===== src/rtl/pulse_pattern_detector.sv =====
// Pulse-train receiver check: measures consecutive high/low run lengths and
// flags each exact HIGH_LEN-high / LOW_LEN-low period, or any malformed run.
module pulse_pattern_detector #(
    parameter int HIGH_LEN = 4,
    parameter int LOW_LEN  = 4,
    parameter int CNT_W    = 8
) (
    input  logic             clock,
    input  logic             reset,
    input  logic             signal,
    output logic             match,
    output logic             error,
    output logic             locked,
    output logic [CNT_W-1:0] match_count
);

    localparam int MAX_LEN = (HIGH_LEN > LOW_LEN) ? HIGH_LEN : LOW_LEN;
    localparam int RUN_W   = $clog2(MAX_LEN + 1);

    localparam logic [RUN_W-1:0] HIGH_CNT  = RUN_W'(HIGH_LEN);
    localparam logic [RUN_W-1:0] LOW_CNT   = RUN_W'(LOW_LEN);
    localparam logic [RUN_W-1:0] RUN_ONE   = RUN_W'(1);
    localparam logic [CNT_W-1:0] COUNT_ONE = CNT_W'(1);

    typedef enum logic [1:0] {
        IDLE = 2'd0,
        HIGH = 2'd1,
        LOW  = 2'd2
    } state_t;

    state_t           state, state_nx;
    logic [RUN_W-1:0] cnt, cnt_nx;
    logic             prev;
    logic             match_nx, error_nx, locked_nx;
    logic [CNT_W-1:0] count_nx;

    always_ff @(posedge clock) begin
        // NOTE: state uses non-blocking assignments so every register samples
        // the pre-edge values, independent of statement order.
        if (reset) begin
            state       <= IDLE;
            cnt         <= '0;
            prev        <= 1'b1;
            match       <= 1'b0;
            error       <= 1'b0;
            locked      <= 1'b0;
            match_count <= '0;
        end else begin
            state       <= state_nx;
            cnt         <= cnt_nx;
            prev        <= signal;
            match       <= match_nx;
            error       <= error_nx;
            locked      <= locked_nx;
            match_count <= count_nx;
        end
    end

    always_comb begin
        // NOTE: every output of this block gets a default first, so no path
        // through the case can leave a value unassigned and infer a latch.
        state_nx  = state;
        cnt_nx    = cnt;
        match_nx  = 1'b0;
        error_nx  = 1'b0;
        locked_nx = locked;
        count_nx  = match_count;

        case (state)
            IDLE: begin
                // Only a genuine rising edge starts a period.
                if (signal && !prev) begin
                    state_nx = HIGH;
                    cnt_nx   = RUN_ONE;
                end
            end

            HIGH: begin
                if (signal) begin
                    if (cnt < HIGH_CNT) begin
                        cnt_nx = cnt + RUN_ONE;
                    end else begin
                        error_nx  = 1'b1;
                        locked_nx = 1'b0;
                        state_nx  = IDLE;
                        cnt_nx    = '0;
                    end
                end else if (cnt == HIGH_CNT) begin
                    state_nx = LOW;
                    cnt_nx   = RUN_ONE;
                end else begin
                    error_nx  = 1'b1;
                    locked_nx = 1'b0;
                    state_nx  = IDLE;
                    cnt_nx    = '0;
                end
            end

            LOW: begin
                if (!signal) begin
                    if (cnt < LOW_CNT) begin
                        cnt_nx = cnt + RUN_ONE;
                    end else begin
                        error_nx  = 1'b1;
                        locked_nx = 1'b0;
                        state_nx  = IDLE;
                        cnt_nx    = '0;
                    end
                end else begin
                    // Either way this rising edge opens the next high run.
                    state_nx = HIGH;
                    cnt_nx   = RUN_ONE;
                    if (cnt == LOW_CNT) begin
                        match_nx  = 1'b1;
                        locked_nx = 1'b1;
                        count_nx  = match_count + COUNT_ONE;
                    end else begin
                        error_nx  = 1'b1;
                        locked_nx = 1'b0;
                    end
                end
            end

            default: begin
                state_nx = IDLE;
                cnt_nx   = '0;
            end
        endcase
    end

endmodule


===== config.mk =====
export PLATFORM = sky130hd
export DESIGN_NAME = pulse_pattern_detector
export DESIGN_NICKNAME = d
export VERILOG_FILES = /design/src/rtl/pulse_pattern_detector.sv
export SDC_FILE = /design/constraint.sdc
export NUM_CORES = 1
export LEC_CHECK = 0
export ABC_AREA = 0
export CORE_AREA = 5 5 81 46
export CTS_BUF_LIST = sky130_fd_sc_hd__clkbuf_4
export CTS_CLUSTER_DIAMETER = 100
export DETAILED_ROUTE_END_ITERATION = 8
export DIE_AREA = 0 0 86 51
export GPL_TIMING_DRIVEN = 1
export PLACE_DENSITY = 0.6
export SKIP_CTS_REPAIR_TIMING = 1
export SYNTH_ARGS = -nofsm -noshare
export SYNTH_HDL_FRONTEND = slang
export SYNTH_SLANG_ARGS = --single-unit

===== constraint.sdc =====
create_clock -name clock -period 1.94 [get_ports clock]
set_input_delay 0.582 -clock clock [delete_from_list [all_inputs] [get_ports clock]]
set_output_delay 0.582 -clock clock [all_outputs]
set_load 0.03 [all_outputs]

==> impl_metrics.ini <==
[outcome]
outcome = completed

[timing]
fin_crit_ps = 1852
setup_violations = 0
holdWs_ps = 507.2
max_freq_mhz = 539.9
worst_clock_skew_ps = 4.756
setup_slack_ps = 87.87
maxSlewViolCount = 0
max_slew.worst_pin.slew_ps = 349.1
finalCritPeriodShare_pct = 95.47
rsz0062_at_grt = false
hold_viol = 0
max_slew_margin_pct = 76.69

[critical_path]
r2r_start = state[0]$_SDFFE_PP0P_
cp_num_cells = 1
max_stage_delay_ps = 660
path_class = flip-flop to output port
cpLargestDelayFamily = buffers and inverters
crit_slowest_cell = clkdlybuf4s50_1
cp-end-kind = output port
regToRegSetupSlack_ps = 360
cp.arrival_ps = 1270
cp_max_fo = 1
start_kind = flip-flop
cp_cell_sequence = clkdlybuf4s50_1
worst-r2r-cell-count = 6
crit_required_ps = 1360
worst-path-buf-inv = 1
reg2reg_to = state[1]$_SDFFE_PP0P_

[die]
core-area_um2 = 2890
initial_core_util_pct = 34.03
die_h_um = 51
fp.dieW_um = 86
die_area_um2 = 4386
num_rows = 14
io_pins = 14

[route]
viasPerCell = 4.994
routed_wl_mm = 2.246
ant_nets = 0
wl_per_cell_um = 13.21
drc = 0
drt_pre_antenna_iters = 4
vias = 849
drt_iter0_drc = 43

[synthesis]
yosysTopAreaCell = dfxtp_1
yosysUniqueCellTypes = 36
ys_warn_count = 0
syn-num-nets = 119
seq_area_frac_synth_pct = 34.61
ys.flop_type = dfxtp_1
synth.avg_cell_area_um2 = 9.022
async_flop_share_pct = 0
ys_ff_latch = 17
synth.cell_area_um2 = 983.4
yosys-top-cells-area = dfxtp_1 (35%), ha_1 (8.9%), mux2_2 (5.7%), a21oi_1 (4.1%), o21ai_0 (3.1%)
synthCells = 109
synth_top_area_share_pct = 34.61
synth_edf_count = 0

[min_path]
hold_start = cnt[1]$_SDFFE_PP0P_
hold_end = cnt[1]$_SDFFE_PP0P_
hp-class = flip-flop to flip-flop
holdPathStages = 2

[grt]
gr-total-overflow = 0
grt_max_degree = 10
grt_pass1_wl_mm = 3.588
antenna_found_initial = 0
grt_usage_pct = 10.40
grt_pass1_vias = 744

[layout]
final_cell_mix = dfxtp_1 (17), buf_4 (11), dlymetal6s2s_1 (9)
final_nets = 141
design_area_um2 = 1249
area_growth_pct = 26.97
diodes = 0
layout_commonest_cell = dfxtp_1
drive_gt1_share_pct = 19.23
fin_util_pct = 43.20

[placement]
gp_congestion = 0.8829
dp_hpwl_mm = 1.711
pre_cts_ws_ps = -101.5
detailed_place.area_um2 = 1196
io_buffer_count = 13

[clocking]
cts_max_level = 1
worstSkewPairLatency_ps = 300
root_buffer = clkbuf_4
clock-sinks = 17
cts_tree = done
clk_pin_slew_ps = 110
cts_buffer_depth = 2
cts_made_buffers = 3

[power_and_ir_drop]
p_per_area_nw_per_um2 = 525.5
leakagePower_nw = 0.6255
ir_drop_mv = 0.1977

[flow_run]
cap_viol_max_count = 0
==> per-stage QoR <==
step | instances | total power, mW | TNS, ps
after detailed placement | 166 | 0.4502 | -583.6
after CTS | 170 | 0.6662 | -267.7
after floorplan | 109 | 0.4224 | 0
after global placement | 166 | 0.4480 | -436.7
final | 170 | 0.6562 | 0
after global routing | 170 | 0.6884 | 0
==> cells by family (layout without fill, tap and decap cells) <==
logic type | count (synthesis) | after routing | synth area share (%)
fa+ha+maj | 7 | 7 | 8.905
compound gates | 26 | 26 | 17.94
xor+xnor | 2 | 2 | 1.781
simple gates | 37 | 37 | 22.26
flops | 17 | 17 | 34.61
mux | 6 | 6 | 6.743
buf+inv | 14 | 35 | 7.760
==> worst max-delay path by stage <==
stage	from	end	slack [ps]
5_1_grt	match$_SDFF_PP0_	match	40
4_1_cts	match_count[1]$_SDFFE_PP0P_	match_count[1]	-100
3_5_place_dp	signal	match_count[7]$_SDFFE_PP0P_	-100
2_1_floorplan	state[0]$_SDFFE_PP0P_	match_count[6]$_SDFFE_PP0P_	370
3_3_place_gp	signal	state[0]$_SDFFE_PP0P_	-80
6_report	error$_SDFF_PP0_	error	90
==> area by class of cell <==
cell class                 instances  area [um2]
fill                             300        1642
inverter                           7       26.28
tap                               40       50.05
clock buffer                       4       30.03
timing repair buffer              24       235.2
sequential                        17       340.3
multi-input combinational         78       566.8
==> state kept, by name, summed over array words and instances, names as in the netlist <==
name and count:
cnt 3, locked 1, match_count 8, state 2
error 1, match 1, prev 1
==> where the power goes <==
part           internal [mW]  switching (mW)
sequential             0.355         0.00536
combinational         0.0368          0.0461
clock                 0.0941           0.119
==> Yosys cell counts (3+ instances only) <==
library cell	n
dfxtp_1	17
nand2_1	3
o21ai_0	6
nand3_1	5
nor2_1	8
nor3_1	3
mux2_2	5
or3_1	3
nor2b_1	4
ha_1	7
inv_1	7
a21o_1	3
a21oi_1	8
==> per-layer routing <==
layer  GRT usage (%)  share of wire (%)  up-vias
met2           13.68                 40       20
met5               0                  0        -
met1           15.00                 53      387
li1                -                  -      440
met4           1.579               0.36        0
met3           5.457                7.0        2
Power figures use the tool's default switching activity.
==> RTL edit 1 (same flow settings) <==
Encoding of `state_t`: now one-hot (3 bits for 3 states).
--- a/src/rtl/pulse_pattern_detector.sv
+++ b/src/rtl/pulse_pattern_detector.sv
@@ -22,10 +22,10 @@
     localparam logic [RUN_W-1:0] RUN_ONE   = RUN_W'(1);
     localparam logic [CNT_W-1:0] COUNT_ONE = CNT_W'(1);
 
-    typedef enum logic [1:0] {
-        IDLE = 2'd0,
-        HIGH = 2'd1,
-        LOW  = 2'd2
+    typedef enum logic [2:0] {
+        IDLE = 3'b001,
+        HIGH = 3'b010,
+        LOW  = 3'b100
     } state_t;
 
     state_t           state, state_nx;
Check against the original RTL: no difference found for any inputs over 10 cycles, from zero or initial values and one cycle with reset high; not proved beyond that.
==> RTL edit 1 against the original RTL <==
- die area is the same
- combinational power shrank 42%
- sequential share of layout area grew 3.5 points
- synthesized area shrank 7.3%
- design area shrank 6.1%
- sequential cell count grew 1
- routed wire length shrank 3.6%
- critical path depth is the same
- highest routed layer unchanged
- total power shrank 5.5%
- register-to-register slack lost 0.11 ns
- worst setup slack lost 0.0066 ns
- fmax shrank 0.35%
==> RTL edit 1: results (changes against the original RTL) <==
| Metric | Value |
|---|---|
| Status | finished, final reports clean |
| Synth area leaders | dfxtp_1, nor2_1, xnor2_1 |
| GRT Util Overall | 0.1068 (+0.002746) |
| Fin cells | 166 (-2.4%) |
| CTS Buffer Depth | 2 (unchanged) |
| Layout cells sized above 1 | 0.1349 (-0.05739) |
| Dpl hpwl | 1581 microns (-7.6%) |
| Biggest regs | match_count x8, cnt x3, state x3 |
| Vias per cell | 4.861 (-2.7%) |
| Register area share after synthesis | 0.3951 (+0.04901) |
| GPL Wtd Cong | 0.8852 (+0.26%) |
| Largest net degree at the start of global routing | 16 (+6) |
| Vias in the first global route | 762 (+2.4%) |
| Synth top cells by count | dfxtp_1, nor2_1, a21oi_1 |
| Synth Area per Inst | 8.446 sq um (-6.4%) |
| Relative slew margins | 0.7795 (+0.01260) |
| Fill cell count | 293 (-2.3%) |
| Global-route wire length before repair | 3705 microns (+3.3%) |
| Post-synth net total | 114 (-4.2%) |
| Leak | 0.5742 nW (-8.2%) |
| Clock transition at path regs | 0.10 ns |
| Reg-to-reg slack, setup | 0.25 ns (-0.11 ns) |
| VDD IR-drop max | 0.2076 mV (+5.0%) |
| # rows | 14 (unchanged) |
| Post-layout net count | 133 (-5.7%) |
| P_sw | 0.0001491 W (-13%) |
| Worst-case clock skew | 0.002359 ns (-0.002397 ns) |
| 1st-iter DRT viols | 120 (+180%) |
| DR WL/cell | 13.05 microns (-1.2%) |
| Async set-reset flop share out of synthesis | 0 (unchanged) |
| Maximum fanout along the worst path | 1 (unchanged) |
| Cells after DPL | 162 (-2.4%) |
## RTL edit 1: cell count changes in the layout (fill, tap and decap cells not counted), moves of 3 or more
cell     change
xnor2_1      +5
or3_1        -3
mux2_2       -5
nor2_1       +9
ha_1         -4
buf_4        -4
o21ai_0      -3
nor4_1       +4
## RTL edit 1: kinds of logic after synthesis
| logic type | share of synthesized area |
|---|---|
| and+or+nand+nor | 0.2689 |
| AOI/OAI and AO/OA | 0.1495 |
| DFF | 0.3951 |
| buffers and inverters | 0.06585 |
| xor gates and xnor gates | 0.05761 |
| adders and majority gates | 0.04116 |
| muxes | 0.02195 |
## RTL edit 1: metal layers
layer	part of all wire	track usage	routed length, microns	up-vias
met5	0	0	0	-
met4	0.0023	0.01579	5	0
met3	0.096	0.04655	208	2
met2	0.42	0.1547	906	28
met1	0.48	0.1490	1046	363
li1	-	-	-	414
## RTL edit 1: metrics by stage
step                      hold slack (ns)  worst slack (ns)  area [sq um]  utilization
after floorplan                    0.4796            0.3530         912.1            -
after global placement             0.4994           -0.1345          1124       0.3887
after detailed placement           0.5110           -0.1038          1124       0.3887
after CTS                          0.5267          -0.06685          1150       0.3978
after global routing               0.5677           0.01082          1172       0.4056
final                              0.5176           0.08130          1172       0.4056
## RTL edit 1: final timing paths
path | start | to | depth (start not counted)
hold / removal | locked | locked | 2
setup / recovery | match | match | 1
hold reg to reg | locked | locked | 2
setup reg to reg | cnt[0] | match_count[7] | 6
## RTL edit 1: worst min-delay path: stages (launching register included)
cell and delay [ns]:
dfxtp_1 0.33, nor2_1 0.10, a211oi_1 0.05
## RTL edit 1: power by group through the flow
stage               registers (W)  logic (W)  clock network (W)
floorplan                0.000383  0.0000305                  0
global placement         0.000385  0.0000469                  0
detailed placement       0.000386  0.0000483                  0
CTS                      0.000377  0.0000485           0.000203
global route             0.000378  0.0000545           0.000224
finish                   0.000377  0.0000484           0.000195
## RTL edit 1: final cells by class
cell class                      instances  area [sq um]  share of cell area
Clock buffer                            3         22.52             0.01921
Clock inverter                          1         3.754            0.003202
Inverter                                5         18.77             0.01601
Multi-Input combinational cell         78         491.7              0.4194
Sequential cell                        18         360.3              0.3074
Tap cell                               40         50.05             0.04269
Timing Repair Buffer                   21         225.2              0.1921
==> RTL edit 2 (same flow settings) <==
Without the edit above. Change the parameter `HIGH_LEN` from 4 to 8.
--- a/src/rtl/pulse_pattern_detector.sv
+++ b/src/rtl/pulse_pattern_detector.sv
@@ -1,7 +1,7 @@
 // Pulse-train receiver check: measures consecutive high/low run lengths and
 // flags each exact HIGH_LEN-high / LOW_LEN-low period, or any malformed run.
 module pulse_pattern_detector #(
-    parameter int HIGH_LEN = 4,
+    parameter int HIGH_LEN = 8,
     parameter int LOW_LEN  = 4,
     parameter int CNT_W    = 8
 ) (
Formal check against the unedited RTL: not equivalent (a bounded check fails within 10 cycles, from zero or initial values and one cycle with reset high).
==> RTL edit 2 against the original RTL <==
- sequential cell count increased by 1
- worst setup slack got worse by 0.032 ns
- routed wire length increased by 7.8%
- synthesized area decreased by 1.0%
- cell count increased by 4.7%
- design area increased by 4.7%
Power is not compared: it rests on default switching activity, and its combinational part moved more than twofold at a synthesized area within 25%.
==> RTL edit 2: results (changes against the original RTL) <==
| Metric | Value |
|---|---|
| Synth area leaders | dfxtp_1, ha_1, xor2_1 |
| Fill cell count | 280 (-6.7%) |
| FF-to-FF Start | state[1] |
| Register area share after synthesis | 0.3702 (+0.02412) |
| DR WL/cell | 13.61 microns (+3.0%) |
| GR Util met1 | 0.1459 (-0.004127) |
| Global-route wire length before repair | 3753 microns (+4.6%) |
| GRT Util Overall | 0.1077 (+0.003702) |
| GRT met2 Usage | 0.1714 (+0.03453) |
| Biggest regs | match_count x8, cnt x4, state x2 |
| R2R Path End | cnt[0] |
| 1st-iter DRT viols | 29 (-33%) |
| GPL Wtd Cong | 0.8242 (-6.6%) |
| WL final | 2422 microns (+7.8%) |
| Status | finished, final reports clean |
| Cells after DPL | 174 (+4.8%) |
| Met3 Usage GRT | 0.04013 (-0.01445) |
| Vias in the first global route | 806 (+8.3%) |
| Post-layout net count | 150 (+6.4%) |
| Largest net degree at the start of global routing | 14 (+4) |
| DP Area | 1241 sq um (+3.8%) |
| Dpl hpwl | 1833 microns (+7.1%) |
| Vias | 909 (+7.1%) |
| Synth top cells by count | dfxtp_1, nor2_1, ha_1, inv_1, nand2_1 |
| Post-synth net total | 122 (+2.5%) |
| Worst-case clock skew | 0.01776 ns (+0.01300 ns) |
| Layout cells sized above 1 | 0.1812 (-0.01115) |
| Worst-case hold path end point | cnt[1] |
[RTL edit 2: cell count changes in the layout (fill, tap and decap cells not counted), sizes merged, moves of 3 or more]
cell	change
nand2	+5
nor2b	-3
o211ai	+3
xor2	+5
o21ai	-4
buf	+3
a21oi	-4
mux2	-5
a21o	-3
[RTL edit 2: per-stage QoR]
stage | hold slack (ns) | setup WS [ns] | setup TNS, ns | util
2_1_floorplan | 0.4486 | 0.2381 | 0 | -
3_3_place_gp | 0.4648 | -0.2090 | -1.954 | 0.4294
3_5_place_dp | 0.4665 | -0.2866 | -2.461 | 0.4294
4_1_cts | 0.4979 | -0.07717 | -0.2740 | 0.4385
5_1_grt | 0.5284 | 0.005885 | 0 | 0.4524
6_report | 0.4929 | 0.05614 | 0 | 0.4524
[RTL edit 2: how the worst max path moves through the flow]
stage / slack, ns / cells past startpoint / endpoint
after global placement: -0.21 / 5 / state[1]
final: 0.06 / 1 / error
after global routing: 0.006 / 1 / error
after CTS: -0.08 / 1 / match_count[0]
after detailed placement: -0.29 / 5 / cnt[2]
after floorplan: 0.24 / 5 / cnt[2]
[RTL edit 2: where the power goes]
part / leakage (nW) / total, W / switching, W / internal [W]
registers: 0.146 / 0.000395 / 0.0000135 / 0.000382
logic: 0.498 / 0.000189 / 0.000101 / 0.0000875
clock network: 0.0154 / 0.000196 / 0.000121 / 0.0000750
[RTL edit 2: kinds of logic after synthesis]
kind of cell	synth area share
compound gates	0.1851
xor+xnor	0.06298
fa+ha+maj	0.1028
buf+inv	0.04885
flops	0.3702
simple gates	0.2301
[RTL edit 2: layout make-up]
class / count / area [sq um] / area share
inverters: 8 / 30.03 / 0.02297
flip-flops and latches: 18 / 360.3 / 0.2756
repair buffers: 27 / 260.3 / 0.1990
well taps: 40 / 50.05 / 0.03828
multi-input cells: 81 / 580.6 / 0.4440
clock buffers: 3 / 22.52 / 0.01722
clock inverters: 1 / 3.754 / 0.002871
[RTL edit 2: per-layer routing]
metal	vias to the layer above	share of wire
li1	455	-
met1	430	0.47
met2	24	0.46
met3	0	0.066
met4	0	0
met5	-	0
